File: src/rtl/uart_tx_frame.sv
// UART transmit framer: start, DATA_WIDTH data bits LSB first, optional parity, one or two stops.
// One serial bit per CLK edge; TX_OUT and BUSY come straight from flops.
//
// state    | meaning
// ---------+-------------------------------------------------------------
// S_IDLE   | line at IDLE_LEVEL, ready to accept a word
// S_START  | start bit (~IDLE_LEVEL) on the line
// S_DATA   | data bit bit_cnt on the line, LSB first
// S_PARITY | parity over captured word, inverted for odd parity
// S_STOP1  | first stop bit; final cycle of the frame when one stop bit is used
// S_STOP2  | second stop bit, always the final cycle of its frame
module uart_tx_frame #(
  parameter int   DATA_WIDTH = 8,
  parameter logic IDLE_LEVEL = 1'b1
) (
  input  logic                  CLK,
  input  logic                  RST,
  input  logic [DATA_WIDTH-1:0] P_DATA,
  input  logic                  DATA_VALID,
  input  logic                  PAR_EN,
  input  logic                  PAR_TYP,
  input  logic                  STOP2,
  output logic                  TX_OUT,
  output logic                  BUSY
);

  generate
    if (DATA_WIDTH < 5 || DATA_WIDTH > 9) begin : g_bad_width
      $error("uart_tx_frame: DATA_WIDTH must be in 5..9");
    end
  endgenerate

  localparam int               CNT_W    = $clog2(DATA_WIDTH);
  localparam logic [CNT_W-1:0] LAST_BIT = CNT_W'(DATA_WIDTH - 1);

  typedef enum logic [2:0] {
    S_IDLE,
    S_START,
    S_DATA,
    S_PARITY,
    S_STOP1,
    S_STOP2
  } state_t;

  state_t                  state;
  logic [DATA_WIDTH-1:0]   shift;
  logic [CNT_W-1:0]        bit_cnt;
  logic                    par_en_q;
  logic                    par_bit_q;
  logic                    stop2_q;
  logic                    final_cyc;

  // The last stop cycle behaves like idle so back-to-back frames have no gap.
  assign final_cyc = (state == S_IDLE) || (state == S_STOP2) ||
                     ((state == S_STOP1) && !stop2_q);

  always_ff @(posedge CLK or negedge RST) begin
    if (!RST) begin
      state     <= S_IDLE;
      TX_OUT    <= IDLE_LEVEL;
      BUSY      <= 1'b0;
      shift     <= '0;
      bit_cnt   <= '0;
      par_en_q  <= 1'b0;
      par_bit_q <= 1'b0;
      stop2_q   <= 1'b0;
    end else if (final_cyc) begin
      if (DATA_VALID && !BUSY) begin
        state     <= S_START;
        TX_OUT    <= ~IDLE_LEVEL;
        BUSY      <= 1'b1;
        shift     <= P_DATA;
        bit_cnt   <= '0;
        par_en_q  <= PAR_EN;
        par_bit_q <= (^P_DATA) ^ PAR_TYP;
        stop2_q   <= STOP2;
      end else begin
        state  <= S_IDLE;
        TX_OUT <= IDLE_LEVEL;
        BUSY   <= 1'b0;
      end
    end else begin
      case (state)
        S_START: begin
          state   <= S_DATA;
          TX_OUT  <= shift[0];
          shift   <= shift >> 1;
          bit_cnt <= '0;
        end
        S_DATA: begin
          if (bit_cnt == LAST_BIT) begin
            if (par_en_q) begin
              state  <= S_PARITY;
              TX_OUT <= par_bit_q;
            end else begin
              state  <= S_STOP1;
              TX_OUT <= IDLE_LEVEL;
              BUSY   <= stop2_q;
            end
          end else begin
            TX_OUT  <= shift[0];
            shift   <= shift >> 1;
            bit_cnt <= bit_cnt + 1'b1;
          end
        end
        S_PARITY: begin
          state  <= S_STOP1;
          TX_OUT <= IDLE_LEVEL;
          BUSY   <= stop2_q;
        end
        S_STOP1: begin
          state  <= S_STOP2;
          TX_OUT <= IDLE_LEVEL;
          BUSY   <= 1'b0;
        end
        default: begin
          state  <= S_IDLE;
          TX_OUT <= IDLE_LEVEL;
          BUSY   <= 1'b0;
        end
      endcase
    end
  end

endmodule

File: config.mk
export PLATFORM = sky130hd
export DESIGN_NAME = uart_tx_frame
export DESIGN_NICKNAME = d
export VERILOG_FILES = /design/src/rtl/uart_tx_frame.sv
export SDC_FILE = /design/constraint.sdc
export NUM_CORES = 1
export LEC_CHECK = 0
export BUFFER_PORTS_ARGS = -buffer_cell sky130_fd_sc_hd__buf_2
export CAP_MARGIN = 20
export CORE_UTILIZATION = 50
export DETAILED_ROUTE_END_ITERATION = 8
export PLACE_DENSITY = 0.82
export SYNTH_ARGS = -nofsm -noshare
export SYNTH_HDL_FRONTEND = slang
export SYNTH_SLANG_ARGS = --single-unit
File: constraint.sdc
create_clock -name CLK -period 2.5 [get_ports CLK]
set_input_delay 0.125 -clock CLK [delete_from_list [all_inputs] [get_ports CLK]]
set_output_delay 0.125 -clock CLK [all_outputs]
set_load 0.005 [all_outputs]
---- Word level (Yosys, flattened, before mapping) ----
Cells that the tools add are included.
storage, ports and cells
  register bits ........................... 19
  bits in latches ......................... 0
  bits in writable memories ............... 0
  ROM bits ................................ 0
  input bits .............................. 14
  output and inout bits ................... 2
  word-level logic and storage cells ...... 56
  memories ................................ 0
cells by class
  add/subtract/negate cells ............... 1
  multiply operators ...................... 0
  divide/modulo/power cells ............... 0
  order comparisons ....................... 0
  eq/ne operators ......................... 11
  shift-type cells ........................ 0
  multiplexer cells ....................... 23
  bitwise operators ....................... 1
  reductions and logical operators ........ 12
operator list
  cell                                                                      count
  8-bit two-way mux                                                         3
  3-bit two-way mux                                                         6
  8-bit case mux with 2 select lines                                        1
  3-bit case mux with 4 select lines                                        1
  3-bit == test (second input constant)                                     3
  1-bit two-way mux                                                         9
  3-bit inequality test (second input constant)                             3
  8-bit XOR reduction                                                       1
  3-bit by 2-bit == test with 1-bit output (second input constant)          2
  3-bit case mux with 2 select lines                                        1
  3-bit AND reduction                                                       2
  3-bit by 1-bit adder with 3-bit output (second input constant)            1
  3-bit by 1-bit == test with 1-bit output (second input constant)          1
  3-bit zero test                                                           1
  1-bit case mux with 3 select lines                                        1
  3-bit nonzero test                                                        1
  1-bit logical AND                                                         2
  1-bit zero test                                                           2
  1-bit logical OR                                                          2
  2-bit by 1-bit inequality test with 1-bit output (second input constant)  1
  2-bit inequality test (second input constant)                             1
  1-bit case mux with 2 select lines                                        1
  2-bit AND reduction                                                       1
  1-bit bitwise XOR                                                         1

---- Longest topological paths before layout ----
Gate-level depths: netlist (run 1).
  depth in word-level cells ............... 5
  depth in mapped cells ................... 7
  gate-level depth less buffers ........... 6

---- Worst setup path after synthesis (run 1) ----
No wires, ideal clock.
  kind .................................... register to register
  start ................................... register bit_cnt[0]
  end ..................................... register shift[0]
  setup time .............................. 0.125 ns
  arrival ................................. 1.887 ns
  required time ........................... 2.375 ns
  setup slack ............................. 0.488 ns
  stages on the path, launching flop included .. 8
  cell sequence ........................... dfrtp_1 > ha_1 > ha_1 > or3b_2 > a21oi_1 > nor2_2 > buf_6 > mux2_4
on the way
  longest elaborated chain between the ends .. 3
RTL lines
  element                          line  RTL
  start, declared                  47    logic [CNT_W-1:0] bit_cnt;
  start signal, assigned           103   bit_cnt <= bit_cnt + 1'b1;
  3-bit == test                    91    if (bit_cnt == LAST_BIT) begin
  3-bit inequality test (no line)  n/a
  3-bit AND reduction (no line)    n/a
  end signal, assigned             87    shift <= shift >> 1;
  end signal, assigned             102   shift <= shift >> 1;
  end, declared                    46    logic [DATA_WIDTH-1:0] shift;
No other way between the ends.
A chain may end at the register's enable or synchronous reset.

---- Worst setup path in the final report (run 1) ----
  start ................................... register bit_cnt[0]
  end ..................................... register shift[1]
Same word-level chain as after synthesis.

==> impl_metrics.tcl, run 1 <==
set metrics [dict create \
    hold_slack_ns 0.0443 \
    cts.sinks 19 \
    antenna_cells 0 \
    post_drt_wl_per_cell_um 13.5 \
    syn_inst 81 \
    worstMarginPinSlew_ns 0.610 \
    grt_setup_unrepaired "no" \
    fin_crit_ns 2.10 \
    core_region_area_sq_um 1980 \
    finalCritPeriodShare_pct 83.8 \
    first_iter_violations 5 \
    synth.top_cell.area_share_pct 42.3 \
    floorplan.initialDensity_pct 53.8 \
    syn-num-nets 97 \
    grt_pass1_wl_um 2950 \
    dr.pass1.iters 4 \
    tns_ns 0 \
    insertion_delay_ns 0.30 \
    cts_tree "yes" \
    synth_edf_count 0 \
    finClkSkew_ns 0.0147 \
    cts_resized 0 \
    ios 16 \
    die_h_um 48.2 \
    drive_above_1_share_pct 51.0 \
    place_congestion 0.695 \
    wirelength_um 1720 \
    finalMaxSlewViolations 0 \
    fmax_mhz 477 \
    drv_cap 0 \
    cp_max_fo 11 \
    hold_path_class "in2reg" \
    die_area_sq_um 2320 \
    synth.avg_cell_area_sq_um 13.2 \
    ant_nets 0 \
    yosysTopAreaCell "dfrtp_1" \
    nets 117 \
    status "complete, no violations" \
    ys_seq_elements 19 \
    hold_viol_final 0 \
    dpl.hpwl_um 1340 \
    hold_depth 2 \
    crit_path_end_kind "flop" \
    yosys-top-cells-area "dfrtp_1 42%, mux2_2 14%, mux2_4 8.5%, xnor2_1 4.1%, a22o_2 2.8%" \
    synthesis.area_sq_um 1070 \
    vias 669 \
    setup_violations 0 \
    worstPathArrival_ns 2.29 \
    dp.cells 122 \
    reg2reg_depth 6 \
    drc 0 \
    cts.htree.levels 1 \
    wl_met1_um 817 \
    worst-setup-path-type "reg2reg" \
    synth-warning-count 0 \
    yosys.cell_types.count 31 \
    top_layer_used "met3" \
    pre_cts_slack_ns 0.409 \
    clk_pin_slew_ns 0.12 \
    fin_ws_ns 0.404 \
    die_x_um 48.2 \
    overflow 0 \
    ys_seq_area_share_pct 44.7 \
    antenna_found_initial 0 \
    cp.required_ns 2.70 \
    crit_path_start_kind "flop" \
    io_buffers 15 \
    grt_pass1_vias 652 \
    syn_to_final_growth_pct 13.1 \
    grt_usage_pct 18.3 \
    cts_max_path_buffers 2 \
    viasPerCell 5.27 \
    yosysMostFrequentCell "dfrtp_1" \
    synthTopCellsByCount "18 x dfrtp_1, 13 x mux2_2, 6 x mux2_4" \
    slew_headroom_pct 59.3 \
    met2_length_um 859 \
    async_flop_share_pct 100 \
    p_leak_nw 0.558 \
    num_rows 16 \
    met3_length_um 39 \
    cts_made_buffers 3 \
    grt_max_degree 20 \
    final_cells 127 \
    ys_dominant_reg_cell "dfrtp_1" \
    irDropWorstVdd_uv 787 \
    cts-root-buf "clkbuf_4" \
    powerDensity_nw_per_um2 1260 \
]
## worst max-delay path: stages, from the launching register on
cell and delay (ns):
dfrtp_1 0.40, ha_1 0.21, ha_1 0.20, or3b_2 0.45, a21oi_1 0.24, nor2_2 0.18, mux2_4 0.33
## cells in the final DEF, fill, tap and decap left out
| master | Yosys | routed |
|---|---|---|
| mux2_4 | 6 | 6 |
| or2b_1 | 1 | 1 |
| nor2b_1 | 2 | 2 |
| or4bb_2 | 1 | 1 |
| inv_1 | 1 | 1 |
| a21oi_1 | 3 | 3 |
| o21ai_0 | 3 | 3 |
| and2b_1 | 1 | 1 |
| xnor3_1 | 1 | 1 |
| nand2_1 | 1 | 1 |
| clkinvlp_4 | 0 | 1 |
| nor3b_1 | 1 | 1 |
| buf_2 | 1 | 15 |
| mux2_2 | 13 | 13 |
| nand3b_1 | 2 | 2 |
| nor2_2 | 1 | 1 |
| nor3_2 | 1 | 1 |
| nand2b_1 | 1 | 1 |
| dlygate4sd3_1 | 0 | 1 |
| and2b_2 | 1 | 1 |
| xnor2_1 | 5 | 5 |
| clkbuf_4 | 0 | 3 |
| and3b_4 | 1 | 1 |
| buf_4 | 0 | 1 |
| dfrtp_1 | 18 | 18 |
| nor4_4 | 1 | 1 |
| a221oi_1 | 1 | 1 |
| a21o_2 | 1 | 1 |
| nor2_1 | 4 | 4 |
| xor2_1 | 1 | 1 |
| or3b_2 | 1 | 1 |
| ha_1 | 2 | 2 |
| dfstp_2 | 1 | 1 |
| a22o_2 | 3 | 3 |
## layer usage
layer	up-vias	track usage, %
li1	328	-
met1	332	26.0
met2	9	29.6
met3	0	3.33
met4	0	3.33
met5	-	0
## layout make-up
class	instances	area, sq um
timing repair buffer	17	92.6
sequential	19	477
multi-input combinational	59	569
fill	151	776
clock buffer	3	22.5
inverter	1	3.75
tap	27	33.8
clock inverter	1	7.51
## path summary, 6_finish.rpt
| kind | startpoint | end | slack [ns] |
|---|---|---|---|
| worst max-delay path | bit_cnt[0] | shift[1] | 0.40 |
| worst min-delay path | PAR_EN | par_en_q | 0.04 |
| worst max register to register | bit_cnt[0] | shift[1] | 0.40 |
| worst min register to register | shift[3] | shift[3] | 0.53 |
| max in group asynchronous | RST | TX_OUT | 1.90 |
| min in group asynchronous | RST | BUSY | 0.28 |
## state kept, by name (all words and copies together) (netlist names)
| register | count |
|---|---|
| BUSY | 1 |
| TX_OUT | 1 |
| bit_cnt | 3 |
| par_bit_q | 1 |
| par_en_q | 1 |
| shift | 8 |
| state | 3 |
| stop2_q | 1 |
## cell families (layout without fill, tap and decap cells)
group	after synthesis	in the layout	synth area share, %
AOI/OAI and AO/OA	11	11	7.28
xor gates and xnor gates	7	7	7.04
adders and majority gates	2	2	2.35
buffers and inverters	3	22	1.88
DFF	19	19	44.7
muxes	19	19	22.2
and+or+nand+nor	20	20	14.6
## where the power goes
| group | internal (mW) | switching [mW] |
|---|---|---|
| clock | 0.0608 | 0.0963 |
| combinational | 0.477 | 0.298 |
| sequential | 0.466 | 0.125 |
## timing repair
| item | in CTS | in global routing |
|---|---|---|
| hold endpoints to repair | 18 | 0 |
| hold buffers | 1 | 0 |
| setup buffers | 0 | 0 |
## metrics by stage
step / area (sq um) / util, % / power, mW
global route: 1210 / 60.9 / 1.64
global placement: 1170 / 58.8 / 1.34
finish: 1210 / 60.9 / 1.52
detailed placement: 1170 / 58.8 / 1.38
CTS: 1210 / 60.9 / 1.54
floorplan: 1070 / - / 1.24
Power figures use the tool's default switching activity.
==> run 2, diff against run 1 <==
- clock period: 2.5 -> 2.2 ns (I/O delays scaled with it)
==> impl_metrics.tcl, run 2 (same netlist as run 1, synthesis figures left out) <==
set metrics [dict create \
    finClkSkew_ns 0.00742 \
    num_rows 16 \
    wirelength_um 1740 \
    post_drt_wl_per_cell_um 13.6 \
    antenna_cells 0 \
    slew_headroom_pct 58.8 \
    ant_nets 0 \
    pre_cts_slack_ns 0.123 \
    grt_setup_unrepaired "no" \
    finalCritPeriodShare_pct 95.0 \
    die_h_um 48.2 \
    cp_max_fo 11 \
    die_x_um 48.2 \
    nets 118 \
    cts_made_buffers 3 \
    floorplan.initialDensity_pct 53.8 \
    dpl.hpwl_um 1330 \
    regMostFlops "shift" \
    drc 0 \
    hold_viol_final 0 \
    clk_pin_slew_ns 0.11 \
    worst-setup-path-type "reg2reg" \
    grt_pass1_wl_um 2880 \
    viasPerCell 5.25 \
    layout_common_cells "18 x dfrtp_1, 15 x buf_2, 13 x mux2_2" \
    worstPathArrival_ns 2.28 \
    status "complete, no violations" \
    grt_max_degree 20 \
    largestRegisters "shift: 8 flops, bit_cnt: 3 flops, state: 3 flops" \
    largest_reg_flops 8 \
    hold_slack_ns 0.0402 \
    syn_to_final_growth_pct 13.8 \
    grt_pass1_vias 643 \
    finalMaxSlewViolations 0 \
    io_buffers 15 \
    cts-root-buf "clkbuf_4" \
    fmax_mhz 478 \
    utilization_pct 61.2 \
    cts.htree.levels 1 \
    irDropWorstVdd_uv 786 \
    crit_path_start_kind "flop" \
    place_congestion 0.712 \
    ios 16 \
    drv_cap 0 \
    insertion_delay_ns 0.30 \
    core_region_area_sq_um 1980 \
    first_iter_violations 4 \
    p_leak_nw 0.563 \
    power.total_mw 1.74 \
    dr.pass1.iters 4 \
    cp.required_ns 2.39 \
    powerDensity_nw_per_um2 1440 \
    tns_ns 0 \
    grt_usage_pct 18.8 \
    cts_max_path_buffers 2 \
    worstMarginPinSlew_ns 0.617 \
    layout_commonest_cell "dfrtp_1" \
    drive_above_1_share_pct 51.5 \
    fin_crit_ns 2.09 \
    fin_ws_ns 0.110 \
    vias 672 \
    antenna_found_initial 0 \
    hold_path_class "in2reg" \
    cts_resized 0 \
    cts_tree "yes" \
    crit_path_end_kind "flop" \
    die_area_sq_um 2320 \
    overflow 0 \
    setup_violations 0 \
    cts.sinks 19 \
]
[run 2: where the power goes]
group / switching, mW / leakage [nW] / internal [mW]
sequential: 0.141 / 0.234 / 0.529
combinational: 0.339 / 0.315 / 0.558
clock: 0.107 / 0.0139 / 0.0691
[run 2: worst paths after layout]
check / startpoint / end / slack, ns / cells after the start
max reg2reg: bit_cnt[0] / shift[3] / 0.11 / 6
min in group asynchronous: RST / stop2_q / 0.27 / 2
min: PAR_EN / par_en_q / 0.04 / 2
min reg2reg: shift[2] / shift[2] / 0.51 / 1
max in group asynchronous: RST / TX_OUT / 1.61 / 2
max: bit_cnt[0] / shift[3] / 0.11 / 6
[run 2: critical path, stage by stage, from the launching register on]
cell	delay, ns
dfrtp_1	0.40
ha_1	0.20
ha_1	0.20
or3b_2	0.46
a21oi_1	0.23
nor2_2	0.17
mux2_4	0.33
[run 2: layout make-up]
cell class	instances	area [sq um]
Fill cell	160	768
Multi-Input combinational cell	59	569
Sequential cell	19	477
Timing Repair Buffer	18	100
Tap cell	27	33.8
Clock buffer	3	22.5
Clock inverter	1	7.51
Inverter	1	3.75
[run 2: repair_timing]
item                      4_1_cts  5_1_grt
hold buffers                    1        0
hold endpoints to repair       18        0
setup buffers                   0        0
[run 2: routing by layer]
layer	GRT usage, %	part of all wire [%]
met5	0	0
met4	8.33	0.75
met3	4.44	2.0
met2	30.1	51
met1	24.1	46
[run 2: stage by stage]
step           cells  area (sq um)
2_1_floorplan     81          1070
3_3_place_gp     123          1170
3_5_place_dp     123          1170
5_1_grt          128          1210
6_report         128          1210
4_1_cts          128          1210
==> run 3, diff against run 2 <==
- PLACE_DENSITY: 0.82 -> 0.71
==> impl_metrics.tcl, run 3 (same netlist as run 1, synthesis figures left out) <==
set metrics [dict create \
    slew_headroom_pct 57.5 \
    dr.pass1.iters 2 \
    dp.cells 124 \
    drc 0 \
    largestRegisters "shift: 8 flops, bit_cnt: 3 flops, state: 3 flops" \
    worstMarginPinSlew_ns 0.637 \
    crit_path_end_kind "flop" \
    cp.required_ns 2.40 \
    hold_path_class "in2reg" \
    cts-root-buf "clkbuf_4" \
    cts_tree "yes" \
    cts.htree.levels 1 \
    grt_pass1_vias 674 \
    num_rows 16 \
    place_congestion 0.765 \
    nets 119 \
    powerDensity_nw_per_um2 1450 \
    clk_pin_slew_ns 0.11 \
    irDropWorstVdd_uv 781 \
    grt_max_degree 20 \
    worstPathArrival_ns 2.30 \
    finalMaxSlewViolations 0 \
    syn_to_final_growth_pct 14.3 \
    hold_viol_final 0 \
    ant_nets 0 \
    regMostFlops "shift" \
    tns_ns 0 \
    setup_violations 0 \
    cp_max_fo 11 \
    final_cells 129 \
    wirelength_um 1790 \
    core_region_area_sq_um 1980 \
    cts.sinks 19 \
    insertion_delay_ns 0.31 \
    finClkSkew_ns 0.00226 \
    p_leak_nw 0.572 \
    overflow 0 \
    post_drt_wl_per_cell_um 13.9 \
    antenna_found_initial 0 \
    layout_common_cells "18 x dfrtp_1, 15 x buf_2, 13 x mux2_2" \
    cts_resized 0 \
    grt_usage_pct 19.9 \
    die_h_um 48.2 \
    worst-setup-path-type "reg2reg" \
    drive_above_1_share_pct 52.0 \
    finalCritPeriodShare_pct 95.4 \
    io_buffers 15 \
    status "complete, no violations" \
    fin_crit_ns 2.10 \
    dpl.hpwl_um 1340 \
    drv_cap 0 \
    grt_setup_unrepaired "no" \
    grt_pass1_wl_um 3020 \
    floorplan.initialDensity_pct 53.8 \
    antenna_cells 0 \
    viasPerCell 5.22 \
    die_x_um 48.2 \
    die_area_sq_um 2320 \
    cts_made_buffers 3 \
    cts_max_path_buffers 2 \
    largest_reg_flops 8 \
    first_iter_violations 5 \
    fmax_mhz 476 \
    vias 673 \
    layout_commonest_cell "dfrtp_1" \
    ios 16 \
    crit_path_start_kind "flop" \
]
run 3: changes by cell type in the layout (fill, tap and decap cells not counted), sizes merged:
cell	previous run	this run
clkinv	0	1
clkinvlp	1	0
buf	17	18
run 3: power breakdown:
group          internal, mW  total, mW  leakage [nW]  switching, mW
Sequential            0.530      0.664         0.234          0.134
Clock                0.0680      0.181        0.0177          0.113
Combinational         0.565      0.918         0.320          0.353
Total                  1.16       1.76         0.572          0.601
run 3: cell type report:
class / instances / area (sq um)
well taps: 27 / 33.8
inverters: 1 / 3.75
clock inverters: 1 / 5.00
fillers: 157 / 763
clock buffers: 3 / 22.5
flip-flops and latches: 19 / 477
repair buffers: 19 / 108
multi-input cells: 59 / 569
run 3: path summary, 6_finish.rpt:
kind	cells past startpoint	startpoint	slack (ns)	end
max	6	bit_cnt[0]	0.10	shift[1]
min	2	STOP2	0.03	stop2_q
max reg2reg	6	bit_cnt[0]	0.10	shift[1]
min reg2reg	1	shift[5]	0.52	shift[5]
max in group asynchronous	2	RST	1.62	TX_OUT
min in group asynchronous	2	RST	0.25	BUSY
run 3: what timing repair did:
action	4_1_cts	5_1_grt
setup buffers	0	0
hold buffers	1	0
hold endpoints to repair	18	0
run 3: through the flow:
step / power (mW) / instance area, sq um / setup WS, ns / utilization (%) / hold WS, ns
final: 1.76 / 1220 / 0.101 / 61.5 / 0.0286
after global routing: 1.89 / 1220 / 0.0412 / 61.5 / 0.0313
after CTS: 1.78 / 1220 / 0.0982 / 61.5 / 0.0235
after detailed placement: 1.59 / 1180 / 0.112 / 59.6 / 0.0699
after global placement: 1.56 / 1180 / 0.179 / 59.6 / 0.0685
after floorplan: 1.41 / 1070 / 0.188 / - / -0.186
run 3: worst max-delay path: stages (launching register included):
cell,delay (ns)
dfrtp_1,0.40
ha_1,0.20
ha_1,0.20
or3b_2,0.44
a21oi_1,0.24
nor2_2,0.18
mux2_4,0.33
run 3: routing by layer:
metal | GRT usage (%) | vias up | wire [um]
met3 | 5.19 | 5 | 60
met1 | 26.5 | 321 | 848
li1 | - | 335 | -
met5 | 0 | - | 0
met2 | 28.3 | 12 | 840
met4 | 13.3 | 0 | 41
